==> config.mk <==
export PLATFORM = sky130hd
export DESIGN_NAME = serial_subtractor
export DESIGN_NICKNAME = d
export VERILOG_FILES = /design/src/rtl/serial_subtractor.sv
export SDC_FILE = /design/constraint.sdc
export NUM_CORES = 1
export LEC_CHECK = 0
export BUFFER_PORTS_ARGS = -buffer_cell sky130_fd_sc_hd__buf_4
export CAP_MARGIN = 20
export CORE_AREA = 3 3 72 54
export DETAILED_ROUTE_END_ITERATION = 8
export DIE_AREA = 0 0 75 57
export GPL_ROUTABILITY_DRIVEN = 0
export PLACE_DENSITY_LB_ADDON = 0.25
export SETUP_SLACK_MARGIN = 0.3
export SYNTH_ARGS = -nofsm -noshare
export SYNTH_HDL_FRONTEND = slang
export SYNTH_SLANG_ARGS = --single-unit
==> constraint.sdc <==
create_clock -name clk -period 4.25 [get_ports clk]
set_clock_uncertainty 0.1 [all_clocks]
set_input_delay 0.85 -clock clk [delete_from_list [all_inputs] [get_ports clk]]
set_output_delay 0.85 -clock clk [all_outputs]
set_load 0.005 [all_outputs]
==> src/rtl/serial_subtractor.sv <==
// Bit-serial two's-complement subtractor: Diff = A - B, one bit per clock, LSB first.
// Optional signed-overflow output is enabled by defining SUB_OVERFLOW_EN.
module serial_subtractor #(
  parameter int WIDTH = 8
) (
  input  logic             clk,
  input  logic             rst_n,
  input  logic             Start,
  input  logic [WIDTH-1:0] A,
  input  logic [WIDTH-1:0] B,
  output logic             Busy,
  output logic             Done,
  output logic [WIDTH-1:0] Diff,
  output logic             Bout
`ifdef SUB_OVERFLOW_EN
  ,
  output logic             Ovf
`endif
);

  localparam int CW = (WIDTH > 1) ? $clog2(WIDTH) : 1;
  localparam logic [CW-1:0] LAST = CW'(WIDTH - 1);

  typedef enum logic [1:0] {
    IDLE  = 2'd0,
    SHIFT = 2'd1,
    DONE  = 2'd2
  } state_t;

  // Full-subtractor cell: returns {borrow_out, difference}.
  function automatic logic [1:0] fsub(input logic a, input logic b, input logic br);
    fsub = {((~a & b) | (~(a ^ b) & br)), (a ^ b ^ br)};
  endfunction

  // Signed overflow: operand signs differ and the result sign differs from A.
  function automatic logic sub_ovf(input logic a_msb, input logic b_msb, input logic d_msb);
    sub_ovf = (a_msb ^ b_msb) & (d_msb ^ a_msb);
  endfunction

  state_t           r_state;
  state_t           w_state_next;
  logic [WIDTH-1:0] r_a;
  logic [WIDTH-1:0] r_b;
  logic [WIDTH-1:0] r_res;
  logic [WIDTH-1:0] w_res_next;
  logic [WIDTH-1:0] r_diff;
  logic [CW-1:0]    r_count;
  logic             r_borrow;
  logic             r_bout;
  logic             r_busy;
  logic             r_done;
  logic [1:0]       w_cell;
  logic             w_accept;
  logic             w_last;
  logic             w_ovf_next;
`ifdef SUB_OVERFLOW_EN
  logic             r_ovf;
`endif

  // Current bit through the cell and the result with that bit written in.
  always_comb begin
    w_cell     = fsub(r_a[r_count], r_b[r_count], r_borrow);
    w_res_next = r_res;
    w_res_next[r_count] = w_cell[0];
    w_accept   = Start && (r_state != SHIFT);
    w_last     = (r_state == SHIFT) && (r_count == LAST);
    w_ovf_next = sub_ovf(r_a[WIDTH-1], r_b[WIDTH-1], w_cell[0]);
  end

  // Next-state logic; Start only counts in IDLE or DONE.
  always_comb begin
    w_state_next = r_state;
    case (r_state)
      IDLE: begin
        if (Start) w_state_next = SHIFT;
        else       w_state_next = IDLE;
      end
      SHIFT: begin
        if (w_last) w_state_next = DONE;
        else        w_state_next = SHIFT;
      end
      DONE: begin
        if (Start) w_state_next = SHIFT;
        else       w_state_next = IDLE;
      end
      default: w_state_next = IDLE;
    endcase
  end

  // State register with registered Busy/Done decoded from the next state.
  always_ff @(posedge clk or negedge rst_n) begin
    if (!rst_n) begin
      r_state <= IDLE;
      r_busy  <= 1'b0;
      r_done  <= 1'b0;
    end else begin
      r_state <= w_state_next;
      r_busy  <= (w_state_next == SHIFT);
      r_done  <= (w_state_next == DONE);
    end
  end

  // Operand latch, serial datapath and result registers (results load only on the last bit).
  always_ff @(posedge clk or negedge rst_n) begin
    if (!rst_n) begin
      r_a      <= '0;
      r_b      <= '0;
      r_res    <= '0;
      r_count  <= '0;
      r_borrow <= 1'b0;
      r_diff   <= '0;
      r_bout   <= 1'b0;
`ifdef SUB_OVERFLOW_EN
      r_ovf    <= 1'b0;
`endif
    end else if (w_accept) begin
      r_a      <= A;
      r_b      <= B;
      r_res    <= '0;
      r_count  <= '0;
      r_borrow <= 1'b0;
    end else if (r_state == SHIFT) begin
      r_res    <= w_res_next;
      r_borrow <= w_cell[1];
      r_count  <= r_count + CW'(1);
      if (w_last) begin
        r_diff <= w_res_next;
        r_bout <= w_cell[1];
`ifdef SUB_OVERFLOW_EN
        r_ovf  <= w_ovf_next;
`endif
      end
    end
  end

  assign Busy = r_busy;
  assign Done = r_done;
  assign Diff = r_diff;
  assign Bout = r_bout;
`ifdef SUB_OVERFLOW_EN
  assign Ovf  = r_ovf;
`else
  logic w_unused;
  assign w_unused = w_ovf_next;
`endif

endmodule

* Word level (Yosys, flattened, before mapping)
Index checks and enable logic that the tools add are counted.
W data, S select, Z words.
** Word-level totals
- Register bits after elaboration :: 41
- Input bits :: 19
- Output and inout port bits :: 11
** Operators by class
- $add $sub $neg :: 1
- Magnitude comparators :: 2
- Equality and inequality tests :: 6
- Muxes and demuxes :: 16
- Bitwise gates (word level) :: 8
- Reduce and logical (&&, ||, !) cells :: 7
** Operators with widths (number)
- $mux W8 :: 2
- $bwmux W8 :: 1
- $bmux W1 S3 :: 2
- $mux W1 :: 6
- $mux W3 :: 2
- $eq A2 B1 Y1 const B :: 2
- $eq A2 B2 Y1 const B :: 2
- $lt A3 B4 Y1 const B :: 1
- $pmux W2 S2 :: 1
- $add A3 B1 Y3 const B :: 1
- $demux W1 S3 :: 1
- $eq A3 B3 Y1 const B :: 1
- $ge A3 B1 Y1 const B :: 1
- $logic_and A1 B1 Y1 :: 3
- $not A1 Y1 :: 3
- $reduce_and A3 Y1 :: 1
- $and A1 B1 Y1 :: 2
- $logic_not A2 Y1 :: 1
- $mux W2 :: 1
- $ne A2 B1 Y1 const B :: 1
- $reduce_bool A2 Y1 :: 1
- $reduce_or A2 Y1 :: 1
- $xor A1 B1 Y1 :: 2
- $or A1 B1 Y1 :: 1

* Longest topological paths before layout
Gate-level depths: netlist of the first run.
- Depth in word-level cells :: 8
- Gate-level depth with buffers :: 8
- Gate-level depth less buffers :: 6

* Least setup slack after synthesis of the first run
Ideal clock, no wire load.
- Kind :: register -> register
- Start point :: reg r_count[1]
- End point :: reg r_res[4]
- Arrival :: 2.443 ns
- Path slack :: 1.583 ns
- Cell stages (with the launch flop) :: 9
- Buffers on the path :: 2
- Clock period less this slack :: 2.667 ns
- Cell sequence :: dfrtp_1 buf_2 mux4_2 mux2i_1 fa_1 clkbuf_1 nand3b_1 nor2_1 a211o_1
** On the way
- Word-level cells in the longest chain between the ends :: 7
- Elaborated cells between the ends (all ways) :: 14
- Those cells by class :: 2 x order compare; 9 x mux; 2 x bitwise; 1 x reduce/logical
** RTL lines
- start, declared :: line 47 : logic [CW-1:0] r_count;
- start signal, assigned :: line 125 : r_count <= r_count + CW'(1);
- $lt A3 B4 Y1 (not written as such) (tied with other cells) :: line 64 : w_res_next[r_count] = w_cell[0];
- $logic_and A1 B1 Y1 (not written as such) / $mux W1 (equally long branches) :: line 64, 62
- $mux W1 (not written as such) / $xor A1 B1 Y1 (equally long branches) :: line 64, 32
- $demux W1 S3 / $xor A1 B1 Y1 (equally long branches) :: line 64, 32
- $bwmux W8 (*) :: line 64
- $mux W8 (*) :: line 122 : end else if (r_state == SHIFT) begin
- $mux W8 (*) :: line 116 : end else if (w_accept) begin
- end signal, assigned :: line 123 : r_res <= w_res_next;
- end, declared :: line 44 : logic [WIDTH-1:0] r_res;
Mark *: on every way between the ends. The rest lies on a longest branch, timed or not. The select of a mux whose other input is x is not followed.
A chain may end at the register's enable or synchronous reset.

* Worst setup path in the final report of the first run
- Start point :: reg r_count[1]
- End point :: reg r_res[3]
The elaborated chain is that of the path after synthesis.

==> run summary, run 1 <==
• 855 ps — slew at the pin closest to its max-slew limit
• sky130_fd_sc_hd__dfrtp_1 54%, sky130_fd_sc_hd__mux2_2 10%, sky130_fd_sc_hd__mux2i_1 4.7%, sky130_fd_sc_hd__mux4_2 4.7%, sky130_fd_sc_hd__nand3_1 4.0% — dominant cells by area after synthesis
• 31 — count of distinct cell types in the synthesized netlist
• 0 — Yosys Warn Count
• 3170 sq um — floorplan core area
• 1.02 nW — static leakage
• 1900 sq um — cell area after technology mapping
• 57 microns — die height
• 54.1% — top-area cell type share of the netlist area
• sky130_fd_sc_hd__clkbuf_8 — Root Driver
• flip-flop to flip-flop — HP Class
• 290 ps — worst skew pair latency
• 7.98% — fraction of the mapped netlist area in compound gates
• 1321 — number of global-route vias before repair
• mux4_2 > mux2_2 > fa_1 > nand3b_1 > nor3_1 > a211o_1 — worst path cell trace
• 41 — clk sinks
• 0 — count of final hold-check violations
• 15.8% — area added between synthesis and finish
• 2 — buffer depth of the longest clock path
• 4 — first-pass iteration count of the detailed router
• 12.8% — Post-Synth Simple-Gate Area
• 19.6% — proportion of synthesized area in mux cells
• 0.323 GHz — peak clock frequency supported by timing
• 405 ps — worst hold margin
• 710 ps — biggest cell delay along the critical path
• 30 — num ports
• 0% — xor/xnor share of the synthesized area
• 72.9% — Period Utilization, post-route
• 0 — CTS hold repair buffers
• 3230 ps — arrival time of data at the critical path endpoint
• 71 — initial drt markers
• flip-flop — launching element type of the critical path
• 3530 microns — Post-Route WL
• multiplexers — Crit path max-delay family
• 0 — final count of pins violating max slew
• 1293 — via total after detailed routing
• 0 — Max-cap violations
• 221 — number of standard cells in the final layout excluding fillers
• sky130_fd_sc_hd__dfrtp_1 — cell type contributing the most total cell area after synthesis
• 213 — number of cells after detailed placement
• 17 — row count
• 2110 sq um — standard cell area after detailed placement
• 204 — Final Net Count
• built — TritonCTS clock tree
• 156 — Synth Instances
• 16.0 microns — post-DR wirelength/cell
• 1.74 mW — Overall Power
• flip-flop — kind of capture point of the worst setup path
• 0 — post_cts resized
• 69.3% — utilization after layout
• 0 — number of antenna violations at the first check in global routing
• 1150 ps — minimum setup slack in the final design
• 0 — final setup vio count
• 59.8% — initial core utilization
• 2.37% — post-synthesis adder-cell area fraction
• flip-flop to flip-flop — Crit Path Class
• 75 microns — horizontal die dimension
• multiplexers — combinational family with the most area after synthesis
• 0 — final antenna diode count
• 42.9% — Max transition margin
• 42 — maximum number of pins on one net before global-route repair
• 54.1% — sequential-to-total area share from yosys stat
• 41 — flip-flop and latch count after synthesis
• 0 — total congestion overflow after global routing
• 5 — total CTS buffers
• 0 — total buffers and inverters traversed by the critical path
• 15 — maximum fanout encountered on the critical timing path
• 178 — Synthesized Nets
• 2200 sq um — post-route cell area
• 1150 ps — Placement Setup Slack
• sky130_fd_sc_hd__fa_1 — highest-delay cell along the critical path
• 2510 microns — detailed placer's ending HPWL
• 18.7% — overall fraction of global-route tracks in use
• 792 nW/um^2 — areal power density over the cells
• 6060 microns — first-pass GRT wire length
• 4280 sq um — Die Outline Area
• 2 — H-tree depth reported by CTS
• 0.000419 V — Max VDD drop
• 5.85 — vias per cell
• 12.2 sq um — Syn Area/Cell
• 3100 ps — clock period minus final worst setup slack
• 32.2% — layout cells sized above 1
• 0 — antenna-violating nets left
• 29 — count of input and output buffers
• 0 ps — setup TNS
• 70 ps — CTS clk-pin slew, worst paths
• false — setup repair after global routing missed its margin
• 0 — total DRC errors in the routed layout
• 4390 ps — data required time of the worst path
• finished, final reports clean — outcome
• 0 — Setup Buffers After CTS
[kinds of logic (layout without fill, tap and decap cells)]
group / count (synthesis) / after routing
and+or+nand+nor: 45 / 45
DFF: 41 / 41
muxes: 30 / 30
AOI/OAI and AO/OA: 24 / 24
buffers and inverters: 13 / 40
adders and majority gates: 3 / 3
[power by group]
| part | internal (mW) | switching, mW |
|---|---|---|
| combinational | 0.392 | 0.388 |
| sequential | 0.567 | 0.150 |
| clock | 0.114 | 0.128 |
[worst paths after layout]
path                            startpoint  endpoint  slack [ps]  cells after the start
max in group asynchronous            rst_n    r_b[7]        3270                      1
worst max register to register  r_count[1]  r_res[3]        1150                      6
worst min register to register      r_b[3]    r_b[3]         410                      1
worst min-delay path                r_b[3]    r_b[3]         410                      1
worst max-delay path            r_count[1]  r_res[3]        1150                      6
min in group asynchronous            rst_n   Diff[2]         430                      1
[registers in the layout, indices dropped and copies added (netlist names)]
signal    flops
Done          1
r_state       2
r_a           8
r_res         8
Busy          1
Diff          8
r_borrow      1
Bout          1
r_b           8
r_count       3
[layout make-up]
cell class	instances	area, sq um
well taps	38	47.5
flip-flops and latches	41	1030
multi-input cells	102	811
repair buffers	29	218
inverters	3	11.3
clock buffers	6	72.6
clock inverters	2	10.0
fillers	246	973
[layout by cell type (no fill, tap or decap)]
cell | Yosys | routed
sky130_fd_sc_hd__clkbuf_1 | 3 | 1
sky130_fd_sc_hd__a211o_1 | 2 | 2
sky130_fd_sc_hd__mux4_2 | 4 | 4
sky130_fd_sc_hd__and3b_1 | 2 | 2
sky130_fd_sc_hd__nor2b_1 | 1 | 1
sky130_fd_sc_hd__ha_1 | 2 | 2
sky130_fd_sc_hd__clkbuf_8 | 0 | 5
sky130_fd_sc_hd__mux2_2 | 17 | 17
sky130_fd_sc_hd__a31oi_1 | 1 | 1
sky130_fd_sc_hd__o22ai_1 | 2 | 2
sky130_fd_sc_hd__nand3b_1 | 3 | 3
sky130_fd_sc_hd__or3_1 | 1 | 1
sky130_fd_sc_hd__o21ai_0 | 5 | 5
sky130_fd_sc_hd__fa_1 | 1 | 1
sky130_fd_sc_hd__nand2_2 | 1 | 1
sky130_fd_sc_hd__nor3_1 | 1 | 1
sky130_fd_sc_hd__dfrtp_1 | 41 | 41
sky130_fd_sc_hd__inv_1 | 3 | 3
sky130_fd_sc_hd__or3b_1 | 2 | 2
sky130_fd_sc_hd__nand2b_1 | 1 | 1
sky130_fd_sc_hd__nand3_1 | 15 | 15
sky130_fd_sc_hd__o211a_1 | 1 | 1
sky130_fd_sc_hd__buf_4 | 1 | 29
sky130_fd_sc_hd__mux2i_1 | 9 | 9
sky130_fd_sc_hd__or3b_2 | 1 | 1
sky130_fd_sc_hd__nand2_1 | 5 | 5
sky130_fd_sc_hd__clkinv_2 | 0 | 2
sky130_fd_sc_hd__nand4b_1 | 1 | 1
sky130_fd_sc_hd__a21oi_1 | 7 | 7
sky130_fd_sc_hd__nor2_1 | 10 | 10
sky130_fd_sc_hd__o211ai_1 | 6 | 6
sky130_fd_sc_hd__and3_1 | 1 | 1
[cell usage after synthesis (all sizes together)]
master,number
mux4,4
or3b,3
a21oi,7
o211a,1
nor2b,1
inv,3
nand3,15
o22ai,2
fa,1
or3,1
and3,1
o211ai,6
clkbuf,3
nor2,10
nor3,1
mux2i,9
dfrtp,41
buf,7
ha,2
mux2,17
nand2,6
a211o,2
and3b,2
a31oi,1
nand4b,1
nand2b,1
o21ai,5
nand3b,3
[per-layer routing]
metal  routed length (microns)  GRT usage, %  vias up
met4                        13          6.09        0
met2                      1670          27.9       43
li1                          -             -      618
met5                         0             0        -
met1                      1650          26.2      628
met3                       203          5.63        4
Power figures use the tool's default switching activity.
==> run 2, diff against run 1 <==
--- a/config.mk
+++ b/config.mk
@@ -5,11 +5,12 @@
 export SDC_FILE = /design/constraint.sdc
 export NUM_CORES = 1
 export LEC_CHECK = 0
+export ABC_AREA = 1
 export BUFFER_PORTS_ARGS = -buffer_cell sky130_fd_sc_hd__buf_4
 export CAP_MARGIN = 20
-export CORE_AREA = 3 3 72 54
+export CORE_AREA = 3 3 79 59
 export DETAILED_ROUTE_END_ITERATION = 8
-export DIE_AREA = 0 0 75 57
+export DIE_AREA = 0 0 82 62
 export GPL_ROUTABILITY_DRIVEN = 0
 export PLACE_DENSITY_LB_ADDON = 0.25
 export SETUP_SLACK_MARGIN = 0.3
==> constraint.sdc (replaced) <==
create_clock -name clk -period 2.5 [get_ports clk]
set_clock_uncertainty 0.1 [all_clocks]
set_input_delay 0.5 -clock clk [delete_from_list [all_inputs] [get_ports clk]]
set_output_delay 0.5 -clock clk [all_outputs]
set_load 0.005 [all_outputs]
==> run 2 against run 1 <==
Register-to-register slack got worse by 810 ps. Design area up 11%. Via count grew 22%. Synthesized cell count grew 49%. Combinational power is 110% higher. Worst setup slack worse by 810 ps. Clock power grew 120%.
==> run summary, run 2 <==
• finished, final reports clean — outcome
• flip-flop to flip-flop — Crit Path Class
• 0 — total DRC errors in the routed layout
• 8 — maximum fanout encountered on the critical timing path
• 2.30% — post-synthesis adder-cell area fraction
• 19 — row count
• 0 — count of final hold-check violations
• 2730 microns — detailed placer's ending HPWL
• 3.33 mW — Overall Power
• 0 — Max-cap violations
• 77 x sky130_fd_sc_hd__nand2_1, 41 x sky130_fd_sc_hd__dfrtp_1, 25 x sky130_fd_sc_hd__nand3_1 — synth cell count leaders
• 119 — initial drt markers
• 11.4% — fraction of the mapped netlist area in compound gates
• 52.3% — sequential-to-total area share from yosys stat
• 2580 ps — data required time of the worst path
• 3900 sq um — floorplan core area
• 28 — count of distinct cell types in the synthesized netlist
• 77 x sky130_fd_sc_hd__nand2_1, 38 x sky130_fd_sc_hd__dfrtp_1, 36 x sky130_fd_sc_hd__buf_4 — most used cells in the layout excluding fill and tap cells
• 2 — buffer depth of the longest clock path
• 2440 sq um — post-route cell area
• 5 — total CTS buffers
• 24.4% — area added between synthesis and finish
• primary input to asynchronous set/reset pin — HP Class
• sky130_fd_sc_hd__nand2_1 — most repeated library cell on the critical path
• 28.8% — layout cells sized above 1
• sky130_fd_sc_hd__nand2_1 — leading cell type in the layout, fill and taps excluded
• simple AND/OR/NAND/NOR gates — combinational family with the most area after synthesis
• true — setup repair after global routing missed its margin
• 520 ps — biggest cell delay along the critical path
• 25.8% — Post-Synth Simple-Gate Area
• 0 — Yosys Warn Count
• 0 — final antenna diode count
• 66.2% — Max transition margin
• 0.462 GHz — peak clock frequency supported by timing
• flip-flop — kind of capture point of the worst setup path
• 2 — total buffers and inverters traversed by the critical path
• 6400 microns — first-pass GRT wire length
• 290 ps — worst skew pair latency
• 50.3% — initial core utilization
• built — TritonCTS clock tree
• 16.9% — overall fraction of global-route tracks in use
• 1376 — number of global-route vias before repair
• sky130_fd_sc_hd__nand2_1 — count leader, synth
• sky130_fd_sc_hd__fa_2 — highest-delay cell along the critical path
• 186 ps — Placement Setup Slack
• 1360 nW/um^2 — areal power density over the cells
• 0% — proportion of synthesized area in mux cells
• 100% — Async SR Flop Fraction
• 5080 sq um — Die Outline Area
• 507 ps — slew at the pin closest to its max-slew limit
• 232 — Synth Instances
• 4 — first-pass iteration count of the detailed router
• 0 — final count of pins violating max slew
• 0 — number of synthesized flops with an enable pin
• 12.6 microns — post-DR wirelength/cell
• 254 — Synthesized Nets
• 2200 sq um — standard cell area after detailed placement
• 1583 — via total after detailed routing
• 29 — count of input and output buffers
• 2240 ps — arrival time of data at the critical path endpoint
• 0 — number of antenna violations at the first check in global routing
• sky130_fd_sc_hd__dfrtp_1 — cell type contributing the most total cell area after synthesis
• 1.28 nW — static leakage
• sky130_fd_sc_hd__clkbuf_8 — Root Driver
• 42 — maximum number of pins on one net before global-route repair
• 0 — CTS hold repair buffers
• sky130_fd_sc_hd__dfrtp_1 — dominant synthesized flop cell
• sky130_fd_sc_hd__dfrtp_1 52%, sky130_fd_sc_hd__nand2_1 15%, sky130_fd_sc_hd__nand3_1 6.4%, sky130_fd_sc_hd__inv_1 3.8%, sky130_fd_sc_hd__o21ai_1 3.8% — dominant cells by area after synthesis
• simple AND/OR/NAND/NOR gates — Crit path max-delay family
• inv_2 > nand2_1 > nor3_2 > nor2_1 > nand2_1 > fa_2 > inv_2 > nand3_2 > nand3_1 > nand2_1 — worst path cell trace
• 0% — xor/xnor share of the synthesized area
• 82 microns — horizontal die dimension
• 337 ps — minimum setup slack in the final design
• 4060 microns — Post-Route WL
• 80 ps — CTS clk-pin slew, worst paths
• 2160 ps — clock period minus final worst setup slack
• 2 — H-tree depth reported by CTS
• 85.8 ps — worst hold margin
• 30 — num ports
• flip-flop — launching element type of the critical path
• 0 — final setup vio count
• 0 ps — setup TNS
• 52.3% — top-area cell type share of the netlist area
• 0.000786 V — Max VDD drop
• 292 — Final Net Count
• 62 microns — die height
• 340 ps — slack of the worst reg-to-reg path
• 0 — total congestion overflow after global routing
• 1960 sq um — cell area after technology mapping
• 41 — flip-flop and latch count after synthesis
• 86.5% — Period Utilization, post-route
• 4.90 — vias per cell
• 8.46 sq um — Syn Area/Cell
• 41 — clk sinks
• 0 — antenna-violating nets left
==> run 2: changes by cell type after synthesis, moves of 4 or more <==
cell                       delta
sky130_fd_sc_hd__mux4_2       -4
sky130_fd_sc_hd__a21oi_1      -4
sky130_fd_sc_hd__o21ai_1     +15
sky130_fd_sc_hd__mux2_2      -17
sky130_fd_sc_hd__inv_1       +17
sky130_fd_sc_hd__nand3_1     +10
sky130_fd_sc_hd__o211ai_1     -4
sky130_fd_sc_hd__buf_2        -4
sky130_fd_sc_hd__mux2i_1      -9
sky130_fd_sc_hd__inv_2        +5
sky130_fd_sc_hd__nand2_1     +72
==> run 2: what timing repair did <==
item	4_1_cts	5_1_grt
gates resized for setup	3	20
setup endpoints to repair	16	16
pin swaps	0	6
setup buffers	0	8
cloned	0	1
==> run 2: cell families after synthesis <==
group                      after synthesis
DFF                                     41
buffers and inverters                   35
AOI/OAI and AO/OA                       34
adders and majority gates                3
and+or+nand+nor                        119
==> run 2: layout make-up <==
class,instances,area [sq um]
well taps,52,65.1
clock buffers,7,86.3
fillers,369,1460
clock inverters,1,30.0
flip-flops and latches,41,1030
repair buffers,40,309
inverters,26,103
multi-input cells,156,818
==> run 2: power breakdown <==
part | leakage [nW] | total [mW] | internal (mW) | switching (mW)
clock network | 0.0585 | 0.542 | 0.325 | 0.217
logic | 0.714 | 1.63 | 0.682 | 0.952
registers | 0.505 | 1.15 | 0.962 | 0.188
==> run 2: per-stage QoR <==
| stage | utilization, % | cells |
|---|---|---|
| after detailed placement | 56.3 | 306 |
| after CTS | 59.5 | 314 |
| final | 62.6 | 323 |
| after global routing | 62.6 | 323 |
| after global placement | 56.3 | 306 |
| after floorplan | - | 232 |
==> run 2: worst paths after layout <==
check                      startpoint    endpoint  depth (start not counted)
setup / recovery           r_count[1]     Diff[5]                         10
hold / removal                  rst_n     Diff[3]                          1
setup reg to reg           r_count[1]     Diff[5]                         10
hold reg to reg                r_b[3]      r_b[3]                          2
max in group asynchronous       rst_n  r_count[2]                          1
min in group clk                 B[3]      r_b[3]                          3
==> run 2: routing by layer <==
layer,global-route usage [%],up-vias,part of all wire [%]
met2,22.9,39,42
li1,-,813,-
met5,0,-,0
met4,3.55,0,0.52
met1,26.1,727,51
met3,5.48,4,5.8
==> run 3, diff against run 2 <==
--- a/config.mk
+++ b/config.mk
@@ -12,7 +12,7 @@
 export DETAILED_ROUTE_END_ITERATION = 8
 export DIE_AREA = 0 0 82 62
 export GPL_ROUTABILITY_DRIVEN = 0
-export PLACE_DENSITY_LB_ADDON = 0.25
+export PLACE_DENSITY = 0.72
 export SETUP_SLACK_MARGIN = 0.3
 export SYNTH_ARGS = -nofsm -noshare
 export SYNTH_HDL_FRONTEND = slang
==> run 3 against run 2 <==
Count of clock-buffer cells in the layout stayed put. First-iteration DRC count down 34%. Core utilization shrank 0.61 points. Sequential share of layout area increased by 0.41 points. Register-to-register slack improved by 50 ps. Critical endpoint is now r_res[4]. Largest cell class unchanged.
==> run summary, run 3 (same netlist as run 2, synthesis figures left out) <==
• 5 — total CTS buffers
• 23.2% — area added between synthesis and finish
• 0 — total DRC errors in the routed layout
• 0.473 GHz — peak clock frequency supported by timing
• r_count[2] — startpoint of the most critical register-to-register path
• built — TritonCTS clock tree
• 6930 microns — first-pass GRT wire length
• 19 — row count
• 2240 ps — arrival time of data at the critical path endpoint
• sky130_fd_sc_hd__nand2_1 — leading cell type in the layout, fill and taps excluded
• 12.8 microns — post-DR wirelength/cell
• 0 — final antenna diode count
• 1.26 nW — static leakage
• 29 — count of input and output buffers
• flip-flop — kind of capture point of the worst setup path
• 0 — count of final hold-check violations
• 66.4% — Max transition margin
• 1370 nW/um^2 — areal power density over the cells
• 289 — Final Net Count
• 5080 sq um — Die Outline Area
• 2630 ps — data required time of the worst path
• sky130_fd_sc_hd__fa_2 — highest-delay cell along the critical path
• 10 — R2R depth
• 0 ps — setup TNS
• 0 — CTS hold repair buffers
• finished, final reports clean — outcome
• 0 — number of antenna violations at the first check in global routing
• 2800 microns — detailed placer's ending HPWL
• 4.97 — vias per cell
• 80 ps — CTS clk-pin slew, worst paths
• 3900 sq um — floorplan core area
• flip-flop to flip-flop — Crit Path Class
• 0 — total congestion overflow after global routing
• primary input to asynchronous set/reset pin — HP Class
• 41 — clk sinks
• 5 — first-pass iteration count of the detailed router
• 0 — antenna-violating nets left
• 0 — final count of pins violating max slew
• flip-flop — launching element type of the critical path
• 4090 microns — Post-Route WL
• true — setup repair after global routing missed its margin
• r_res[4] — Worst R2R End
• 2200 sq um — standard cell area after detailed placement
• 77 x sky130_fd_sc_hd__nand2_1, 38 x sky130_fd_sc_hd__dfrtp_1, 33 x sky130_fd_sc_hd__buf_4 — most used cells in the layout excluding fill and tap cells
• 50.3% — initial core utilization
• 2110 ps — clock period minus final worst setup slack
• 82 microns — horizontal die dimension
• 357 — fill cell count
• 1529 — number of global-route vias before repair
• 2420 sq um — post-route cell area
• inv_2 > nand3_4 > o21ai_1 > nor2_1 > nand2_1 > fa_2 > inv_2 > nand3_2 > nand3_1 > o21ai_1 — worst path cell trace
• 71.2 ps — worst hold margin
• 26.9% — layout cells sized above 1
• 30 — num ports
• 78 — initial drt markers
• 18.4% — overall fraction of global-route tracks in use
• 817 sq um — multi-input combinational cell area
• 0.000618 V — Max VDD drop
• 42 — maximum number of pins on one net before global-route repair
• sky130_fd_sc_hd__clkbuf_8 — Root Driver
• 0 — Max-cap violations
• 2 — buffer depth of the longest clock path
• 1030 sq um — FF+latch area
• 300 ps — worst skew pair latency
• 8 — maximum fanout encountered on the critical timing path
• 1590 — via total after detailed routing
• 0 — final setup vio count
• 62 microns — die height
• 504 ps — slew at the pin closest to its max-slew limit
• 84.6% — Period Utilization, post-route
• 390 ps — slack of the worst reg-to-reg path
• 2 — H-tree depth reported by CTS
• 650 ps — biggest cell delay along the critical path
## run 3: cell type report
class                      count  share of cell area, %
timing repair buffer          36                   11.6
inverter                      26                   4.24
sequential                    41                   42.6
tap                           52                   2.69
timing repair inverter         1                  0.207
multi-input combinational    156                   33.8
clock inverter                 1                   1.24
clock buffer                   7                   3.57
## run 3: routing by layer
| layer | global-route usage (%) | vias to the layer above | share of wire, % |
|---|---|---|---|
| met1 | 26.0 | 741 | 51 |
| met5 | 0 | - | 0 |
| met2 | 26.6 | 35 | 43 |
| met4 | 9.00 | 0 | 1.0 |
| met3 | 4.76 | 4 | 5.5 |
| li1 | - | 810 | - |
## run 3: what timing repair did
item	4_1_cts	5_1_grt
setup buffers	0	4
setup endpoints to repair	14	16
gates cloned	0	2
gates resized for setup	3	20
pin swaps	0	5
## run 3: worst max-delay path, delay by kind of cell, from the launching register on
kind / cells / cell delay, ps
fa+ha+maj: 1 / 650
simple gates: 5 / 500
flops: 1 / 480
buf+inv: 2 / 180
compound gates: 2 / 150
## run 3: worst max-delay path by stage
stage / from / endpoint / slack (ps) / cells after the start
2_1_floorplan: r_count[0] / r_res[4] / 420 / 11
3_3_place_gp: r_count[2] / r_res[5] / 230 / 10
3_5_place_dp: r_count[2] / r_res[4] / 210 / 10
4_1_cts: r_count[1] / r_res[5] / 330 / 10
5_1_grt: r_count[1] / Diff[3] / 240 / 8
6_report: r_count[2] / r_res[4] / 390 / 10
## run 3: through the flow
stage	instances	worst slack (ps)	power (mW)	util (%)
after floorplan	232	422	2.17	-
after global placement	306	226	2.52	56.3
after detailed placement	306	214	2.55	56.3
after CTS	314	329	3.14	59.5
after global routing	320	244	3.60	62.0
final	320	386	3.30	62.0
## run 3: report_power, final
group / leakage (nW) / internal (mW) / switching [mW] / total (mW)
registers: 0.505 / 0.962 / 0.199 / 1.16
clock network: 0.0585 / 0.325 / 0.223 / 0.548
logic: 0.698 / 0.656 / 0.940 / 1.60
total: 1.26 / 1.94 / 1.36 / 3.30
